### src/rtl/bcd_countdown_timer_if.sv
// ---------------------------------------------------------------------------
// bcd_countdown_timer_if
// Groups the control and status signals of the BCD countdown timer.
//   load, load_val, start, pause, tick : controller -> timer
//   count, busy, done, load_err        : timer -> controller
// master: the controlling side (drives requests, observes status).
// slave : the timer itself.
// ---------------------------------------------------------------------------
interface bcd_countdown_timer_if #(
  parameter int DIGITS = 4
);
  logic                  load;
  logic [4*DIGITS-1:0]   load_val;
  logic                  start;
  logic                  pause;
  logic                  tick;
  logic [4*DIGITS-1:0]   count;
  logic                  busy;
  logic                  done;
  logic                  load_err;

  modport master (
    output load, load_val, start, pause, tick,
    input  count, busy, done, load_err
  );

  modport slave (
    input  load, load_val, start, pause, tick,
    output count, busy, done, load_err
  );
endinterface

### src/rtl/bcd_countdown_timer.sv
// ---------------------------------------------------------------------------
// bcd_countdown_timer
// Loadable DIGITS-digit BCD down-counter with an IDLE/RUN/HOLD controller.
// Ports:
//   clk  : clock, rising edge active
//   rst  : asynchronous active-high reset
//   bus  : slave side of bcd_countdown_timer_if
//          load/load_val - preset request (rejected if any digit > 9)
//          start/pause   - run control, priority load > pause > start > tick
//          tick          - one BCD decrement per cycle while running
//          count         - registered BCD value
//          busy          - high in RUN or HOLD
//          done          - one-cycle pulse when a countdown reaches zero
//          load_err      - one-cycle pulse on a rejected load
// ---------------------------------------------------------------------------
module bcd_countdown_timer #(
  parameter int DIGITS = 4
) (
  input  logic                  clk,
  input  logic                  rst,
  bcd_countdown_timer_if.slave  bus
);
  localparam int W = 4 * DIGITS;

  typedef enum logic [1:0] {IDLE, RUN, HOLD} state_t;

  state_t          state_reg, state_next;
  logic [W-1:0]    count_reg, count_next;
  logic            done_reg, done_next;
  logic            load_err_reg, load_err_next;

  logic [W-1:0]      count_dec;
  logic [DIGITS-1:0] digit_ok;
  logic [DIGITS-1:0] borrow;
  logic              load_ok;
  logic              count_zero;
  logic              count_one;

  // Per-digit load validation and the BCD borrow chain. borrow[gi] means
  // every digit below gi is 0, so digit gi must give up one.
  assign borrow[0] = 1'b1;

  generate
    for (genvar gi = 0; gi < DIGITS; gi++) begin : g_digit
      assign digit_ok[gi] = (bus.load_val[4*gi +: 4] <= 4'd9);

      assign count_dec[4*gi +: 4] =
        !borrow[gi]                     ? count_reg[4*gi +: 4] :
        (count_reg[4*gi +: 4] == 4'd0)  ? 4'd9                 :
                                          count_reg[4*gi +: 4] - 4'd1;

      if (gi < DIGITS - 1) begin : g_borrow
        assign borrow[gi+1] = borrow[gi] && (count_reg[4*gi +: 4] == 4'd0);
      end
    end
  endgenerate

  assign load_ok    = &digit_ok;
  assign count_zero = (count_reg == '0);
  assign count_one  = (count_reg == W'(1));

  // State and registered outputs
  always_ff @(posedge clk or posedge rst) begin
    if (rst) begin
      state_reg    <= IDLE;
      count_reg    <= '0;
      done_reg     <= 1'b0;
      load_err_reg <= 1'b0;
    end else begin
      state_reg    <= state_next;
      count_reg    <= count_next;
      done_reg     <= done_next;
      load_err_reg <= load_err_next;
    end
  end

  // Next-state logic. pause outranks start in every state, so a start
  // coinciding with pause never launches or resumes a countdown.
  always_comb begin
    state_next    = state_reg;
    count_next    = count_reg;
    done_next     = 1'b0;
    load_err_next = 1'b0;

    if (bus.load) begin
      if (load_ok) begin
        count_next = bus.load_val;
        state_next = IDLE;
      end else begin
        load_err_next = 1'b1;
      end
    end else begin
      unique case (state_reg)
        IDLE: begin
          if (!bus.pause && bus.start && !count_zero) state_next = RUN;
        end
        RUN: begin
          if (bus.pause) begin
            state_next = HOLD;
          end else if (bus.tick) begin
            // RUN is never entered at zero and leaves on the 1->0 tick,
            // so the decrement below can never wrap.
            count_next = count_dec;
            if (count_one) begin
              state_next = IDLE;
              done_next  = 1'b1;
            end
          end
        end
        HOLD: begin
          if (!bus.pause && bus.start) state_next = RUN;
        end
        default: state_next = IDLE;
      endcase
    end
  end

  assign bus.count    = count_reg;
  assign bus.busy     = (state_reg != IDLE);
  assign bus.done     = done_reg;
  assign bus.load_err = load_err_reg;

endmodule

### src/flat_wrapper.sv
// flat-port wrapper written by rule: the top's interface ports become plain ports
module bcd_countdown_timer_flat 
#(
  parameter int DIGITS = 4
)
  (clk, rst, bus_load, bus_load_val, bus_start, bus_pause, bus_tick, bus_count, bus_busy, bus_done, bus_load_err);
  bcd_countdown_timer_if #(.DIGITS(DIGITS)) bus_i ();
  input  logic clk;
  input  logic rst;
  input wire logic [$bits(bus_i.load)-1:0] bus_load;
  input wire logic [$bits(bus_i.load_val)-1:0] bus_load_val;
  input wire logic [$bits(bus_i.start)-1:0] bus_start;
  input wire logic [$bits(bus_i.pause)-1:0] bus_pause;
  input wire logic [$bits(bus_i.tick)-1:0] bus_tick;
  output wire logic [$bits(bus_i.count)-1:0] bus_count;
  output wire logic [$bits(bus_i.busy)-1:0] bus_busy;
  output wire logic [$bits(bus_i.done)-1:0] bus_done;
  output wire logic [$bits(bus_i.load_err)-1:0] bus_load_err;
  assign bus_i.load = bus_load;
  assign bus_i.load_val = bus_load_val;
  assign bus_i.start = bus_start;
  assign bus_i.pause = bus_pause;
  assign bus_i.tick = bus_tick;
  assign bus_count = bus_i.count;
  assign bus_busy = bus_i.busy;
  assign bus_done = bus_i.done;
  assign bus_load_err = bus_i.load_err;
  bcd_countdown_timer #(.DIGITS(DIGITS)) u_core (.clk(clk), .rst(rst), .bus(bus_i));
endmodule
### config.mk
export PLATFORM = sky130hd
export DESIGN_NAME = bcd_countdown_timer_flat
export DESIGN_NICKNAME = d
export VERILOG_FILES = /design/src/rtl/bcd_countdown_timer_if.sv /design/src/rtl/bcd_countdown_timer.sv /design/src/flat_wrapper.sv
export SDC_FILE = /design/constraint.sdc
export NUM_CORES = 1
export LEC_CHECK = 0
export ABC_AREA = 1
export BUFFER_PORTS_ARGS = -buffer_cell sky130_fd_sc_hd__buf_2
export CAP_MARGIN = 20
export CORE_AREA = 3 3 82 84
export DETAILED_ROUTE_END_ITERATION = 8
export DIE_AREA = 0 0 85 87
export GPL_TIMING_DRIVEN = 0
export PLACE_DENSITY_LB_ADDON = 0.3
export SLEW_MARGIN = 20
export SYNTH_ARGS = -nofsm -noshare
export SYNTH_HDL_FRONTEND = slang
export SYNTH_SLANG_ARGS = --single-unit
### constraint.sdc
create_clock -name clk -period 3.2 [get_ports clk]
set_input_delay 0.64 -clock clk [delete_from_list [all_inputs] [get_ports clk]]
set_output_delay 0.64 -clock clk [all_outputs]
set_load 0.01 [all_outputs]
# Yosys cells after proc, flatten, opt, wreduce, memory -nomap -nowiden
# Cells that the tools add are included.
word_totals:
  out_inout_bits: 19
  latch_bits: 0
  mem_bits_rw: 0
  elab_cells: 75
  rom_bits: 0
  input_bits: 22
  n_memories: 0
  regBits: 20
op_classes:
  eq_ne: 9
  n_mux: 27
  bitwise: 0
  reduce_logical: 24
  multipliers: 0
  div_mod_pow: 0
  add_sub_neg: 4
  magnitude_cmp: 4
  shifts: 0
ops:
  columns: ["operator", "count"]
  rows:
  - ["$mux 16", 5]
  - ["$mux 4", 7]
  - ["$reduce_and 5->1", 4]
  - ["$eq 16x1->1 const B", 1]
  - ["$le 4x4->1 const B", 4]
  - ["$logic_not 16->1", 1]
  - ["$logic_not 4->1", 4]
  - ["$sub 4x1->4 const B", 4]
  - ["$mux 2", 7]
  - ["$reduce_bool 2->1", 6]
  - ["$reduce_and 4->1", 2]
  - ["$mux 1", 7]
  - ["$ne 3x2->1 const B", 2]
  - ["$pmux 2 s3", 1]
  - ["$logic_and 1x1->1", 4]
  - ["$ne 4x3->1 const B", 1]
  - ["$ne 4x4->1 const B", 1]
  - ["$eq 2x1->1 const B", 1]
  - ["$eq 2x2->1 const B", 1]
  - ["$logic_not 1->1", 2]
  - ["$logic_not 2->1", 1]
  - ["$ne 2x1->1 const B", 1]
  - ["$ne 2x2->1 const B", 1]

# Logic depth before layout (Yosys ltp)
depth:
  ltp_word: 8
  ltp_mapped: 10
  depth_no_buf: 10

# Least setup slack after synthesis
# OpenSTA, ideal clock, no wires.
synth_path:
  kind: "input-to-reg"
  from: "in bus_load_val[10]"
  to: "reg u_core.count_reg[4] (netlist: u_core.bus.count[4])"
  path_buffers: 0
  arrival_ps: 1397
  path_stages: 10
  setup_ps: 117
  t_required_ps: 3083
  path_slack_ps: 1686
  cell_sequence: "nor2_1 nor2_1 nor2_2 nand2_4 nand2_8 nand2_4 inv_4 nand2_1 nand2_1 nand2_1"
synth_via:
  elab_chain_len: 4
synth_rtl:
  columns: ["element", "line", "text"]
  rows:
  - ["start: declaration", "flat_wrapper.sv:11", "input wire logic [$bits(bus_i.load_val)-1:0] bus_load_val;"]
  - ["$le 4x4->1", "bcd_countdown_timer.sv:45", "assign digit_ok[gi] = (bus.load_val[4*gi +: 4] <= 4'd9);"]
  - ["$reduce_and 4->1", "bcd_countdown_timer.sv:58", "assign load_ok = &digit_ok;"]
  - ["$ne 2x1->1 (no line)", null, null]
  - ["$reduce_and 5->1 (no line)", null, null]
  - ["end signal: assignment", "bcd_countdown_timer.sv:71", "count_reg <= count_next;"]
  - ["end: declaration", "bcd_countdown_timer.sv:28", "logic [W-1:0] count_reg, count_next;"]
# Every way passes these cells.
# A chain may end at the register's enable or synchronous reset.

# Final worst setup path
layout_path:
  from: "reg u_core.state_reg[0]"
  to: "out bus_busy"
layout_via:
  elab_chain_len: 1
layout_rtl:
  columns: ["element", "line", "text"]
  rows:
  - ["start: declaration", "bcd_countdown_timer.sv:27", "state_t state_reg, state_next;"]
  - ["start signal: assignment", "bcd_countdown_timer.sv:70", "state_reg <= state_next;"]
  - ["$reduce_bool 2->1", "bcd_countdown_timer.sv:119", "assign bus.busy = (state_reg != IDLE);"]
  - ["end: declaration", "flat_wrapper.sv:16", "output wire logic [$bits(bus_i.busy)-1:0] bus_busy;"]
# Every way passes these cells.

==> flow_summary.json <==
{
  "fin_skew_ns": 0.00373,
  "syn_inst": 214,
  "end_kind": "output pin",
  "die_h_um": 87,
  "drv_cap": 0,
  "worstHoldPathType": "primary input to async pin",
  "cp_max_fo": 3,
  "grt_max_degree": 21,
  "postCtsSetupBuffers": 0,
  "ir_worst_vdd_mv": 0.345,
  "place_ws_ns": 1.37,
  "cts_buffers": 3,
  "dieArea_um2": 7400,
  "grt_use_total": 0.117,
  "worst_r2r_path_depth": 8,
  "ys_ff_latch": 20,
  "fmax_ghz": 0.604,
  "netlist_area_um2": 1490,
  "critPathMaxStageDelay_ns": 0.41,
  "dpl.hpwl_um": 3140,
  "p_per_area_nw_per_um2": 661,
  "cts.htree.levels": 1,
  "drc": 0,
  "reg2reg_slack_ns": 1.70,
  "dp_cells": 329,
  "slew_headroom": 0.446,
  "worstPathRequired_ns": 2.56,
  "rsz0062_at_grt": "false",
  "worst_pin_slew_ns": 0.830,
  "drive_above_1_share": 0.295,
  "setup_viol": 0,
  "grt-ovfl-total": 0,
  "stdcell_area_um2": 1840,
  "root_buffer": "clkbuf_8",
  "fill_cells": 663,
  "port_buffers": 40,
  "antenna_found_initial": 0,
  "fp.coreArea_um2": 5990,
  "hold_ws_ns": 0.521,
  "cts.sinks": 20,
  "worst-endpoint-arrival_ns": 1.02,
  "post-route-util": 0.307,
  "place_area_um2": 1780,
  "p_leak_nw": 0.980,
  "postCtsHoldBufs": 0,
  "instances_no_fill": 333,
  "gp_congestion": 0.766,
  "fp.dieW_um": 85,
  "synth.distinct_cells": 29,
  "num_antenna_cells": 0,
  "finalMaxSlewViolations": 0,
  "ys_seq_area_frac": 0.336,
  "outcome": "completed",
  "routedWlPerCell_um": 12.2,
  "post-route-min-period_ns": 1.66,
  "synth_area_per_cell_um2": 6.96,
  "vias_per_cell": 4.51,
  "fin_ws_ns": 1.54,
  "ios": 41,
  "final_nets": 281,
  "final.setup.tns_ns": 0,
  "crit_type": "flop to output pin",
  "largest_reg_flops": 16,
  "wl_um": 4060,
  "power_mw": 1.21,
  "syn_nets": 236,
  "cts_max_path_buffers": 2,
  "hold_viol_final": 0,
  "first_pass_iters": 4,
  "ctsResizeCount": 0,
  "path_clk_slew_ns": 0.08,
  "drtIter0Drc": 74,
  "initial_core_util": 0.249,
  "cpMaxStageDelayCell": "dfrtp_1",
  "syn2layout_area_growth_pct": 23.4,
  "clock_latency_ns": 0.27,
  "route.vias.total": 1502,
  "grt_pass1_vias": 1415,
  "synth_warnings": 0,
  "cts_tree": "built",
  "drtAntennaViolNets": 0,
  "path_cells": "inv_1, nand2_1, buf_2",
  "cp-start-kind": "flop",
  "post-route-period-util": 0.517,
  "grt_pass1_wl_um": 6960,
  "num_rows": 28
}
[worst max-delay path: cells and delay by family (launching register included)]
family | cells | cell delay [ns]
buffers and inverters | 2 | 0.26
and+or+nand+nor | 1 | 0.08
DFF | 1 | 0.41
[Yosys cell counts (all sizes together)]
cell    number  area share
o22ai        1      0.0042
o21ai       25       0.086
a31oi        3       0.023
buf          4       0.028
nand4        4       0.017
inv         21       0.055
a21oi        7       0.024
dfrtp       20        0.34
nand3       10       0.037
xor2         1      0.0059
clkinv       1      0.0034
nand2       74        0.22
o21bai       1      0.0050
nor2        40        0.15
or2          1      0.0042
nor3         1      0.0034
[cells in the final DEF (no fill, tap or decap), types with 3 or more instances in the layout]
| cell type | count |
|---|---|
| a21oi_1 | 7 |
| buf_2 | 40 |
| buf_6 | 3 |
| clkbuf_8 | 4 |
| dfrtp_1 | 20 |
| inv_1 | 16 |
| inv_2 | 4 |
| nand2_1 | 67 |
| nand2_4 | 4 |
| nand3_1 | 9 |
| nand4_1 | 4 |
| nor2_1 | 29 |
| nor2_2 | 4 |
| nor2_4 | 6 |
| o21ai_0 | 13 |
| o21ai_1 | 11 |
[cell families (layout without fill, tap and decap cells)]
logic type | Yosys count | in the layout | synth area share
buf+inv | 26 | 70 | 0.0856
simple gates | 130 | 130 | 0.431
compound gates | 37 | 37 | 0.142
flops | 20 | 20 | 0.336
xor+xnor | 1 | 1 | 0.00588
[power breakdown]
part	total, mW	switching [mW]	leakage, nW	internal, mW
clock	0.207	0.0967	0.0288	0.110
combinational	0.558	0.335	0.699	0.223
sequential	0.450	0.115	0.253	0.335
total	1.21	0.547	0.980	0.668
[worst paths after layout]
path                                      startpoint                   to
worst min-delay path                             rst  u_core.bus.count[9]
worst min register to register   u_core.state_reg[0]  u_core.state_reg[0]
worst max register to register  u_core.bus.count[12]  u_core.state_reg[1]
min in group clk                 u_core.state_reg[0]  u_core.state_reg[0]
max in group asynchronous                        rst  u_core.bus.count[7]
worst max-delay path             u_core.state_reg[0]             bus_busy
[metal layers]
layer	track usage	vias up	part of all wire
met5	0	-	0
met4	0.0245	0	0.012
met3	0.0378	6	0.066
met2	0.191	50	0.46
met1	0.151	671	0.46
li1	-	775	-
[final cells by class]
cell class | instances | area, µm² | share of cell area
buffer | 4 | 41.3 | 0.0224
clock buffer | 4 | 55.1 | 0.0299
inverter | 22 | 86.3 | 0.0469
multi-input combinational | 168 | 862 | 0.469
sequential | 20 | 500 | 0.272
tap | 75 | 93.8 | 0.0510
timing repair buffer | 40 | 200 | 0.109
No activity file was read; power rests on OpenSTA's default activity.
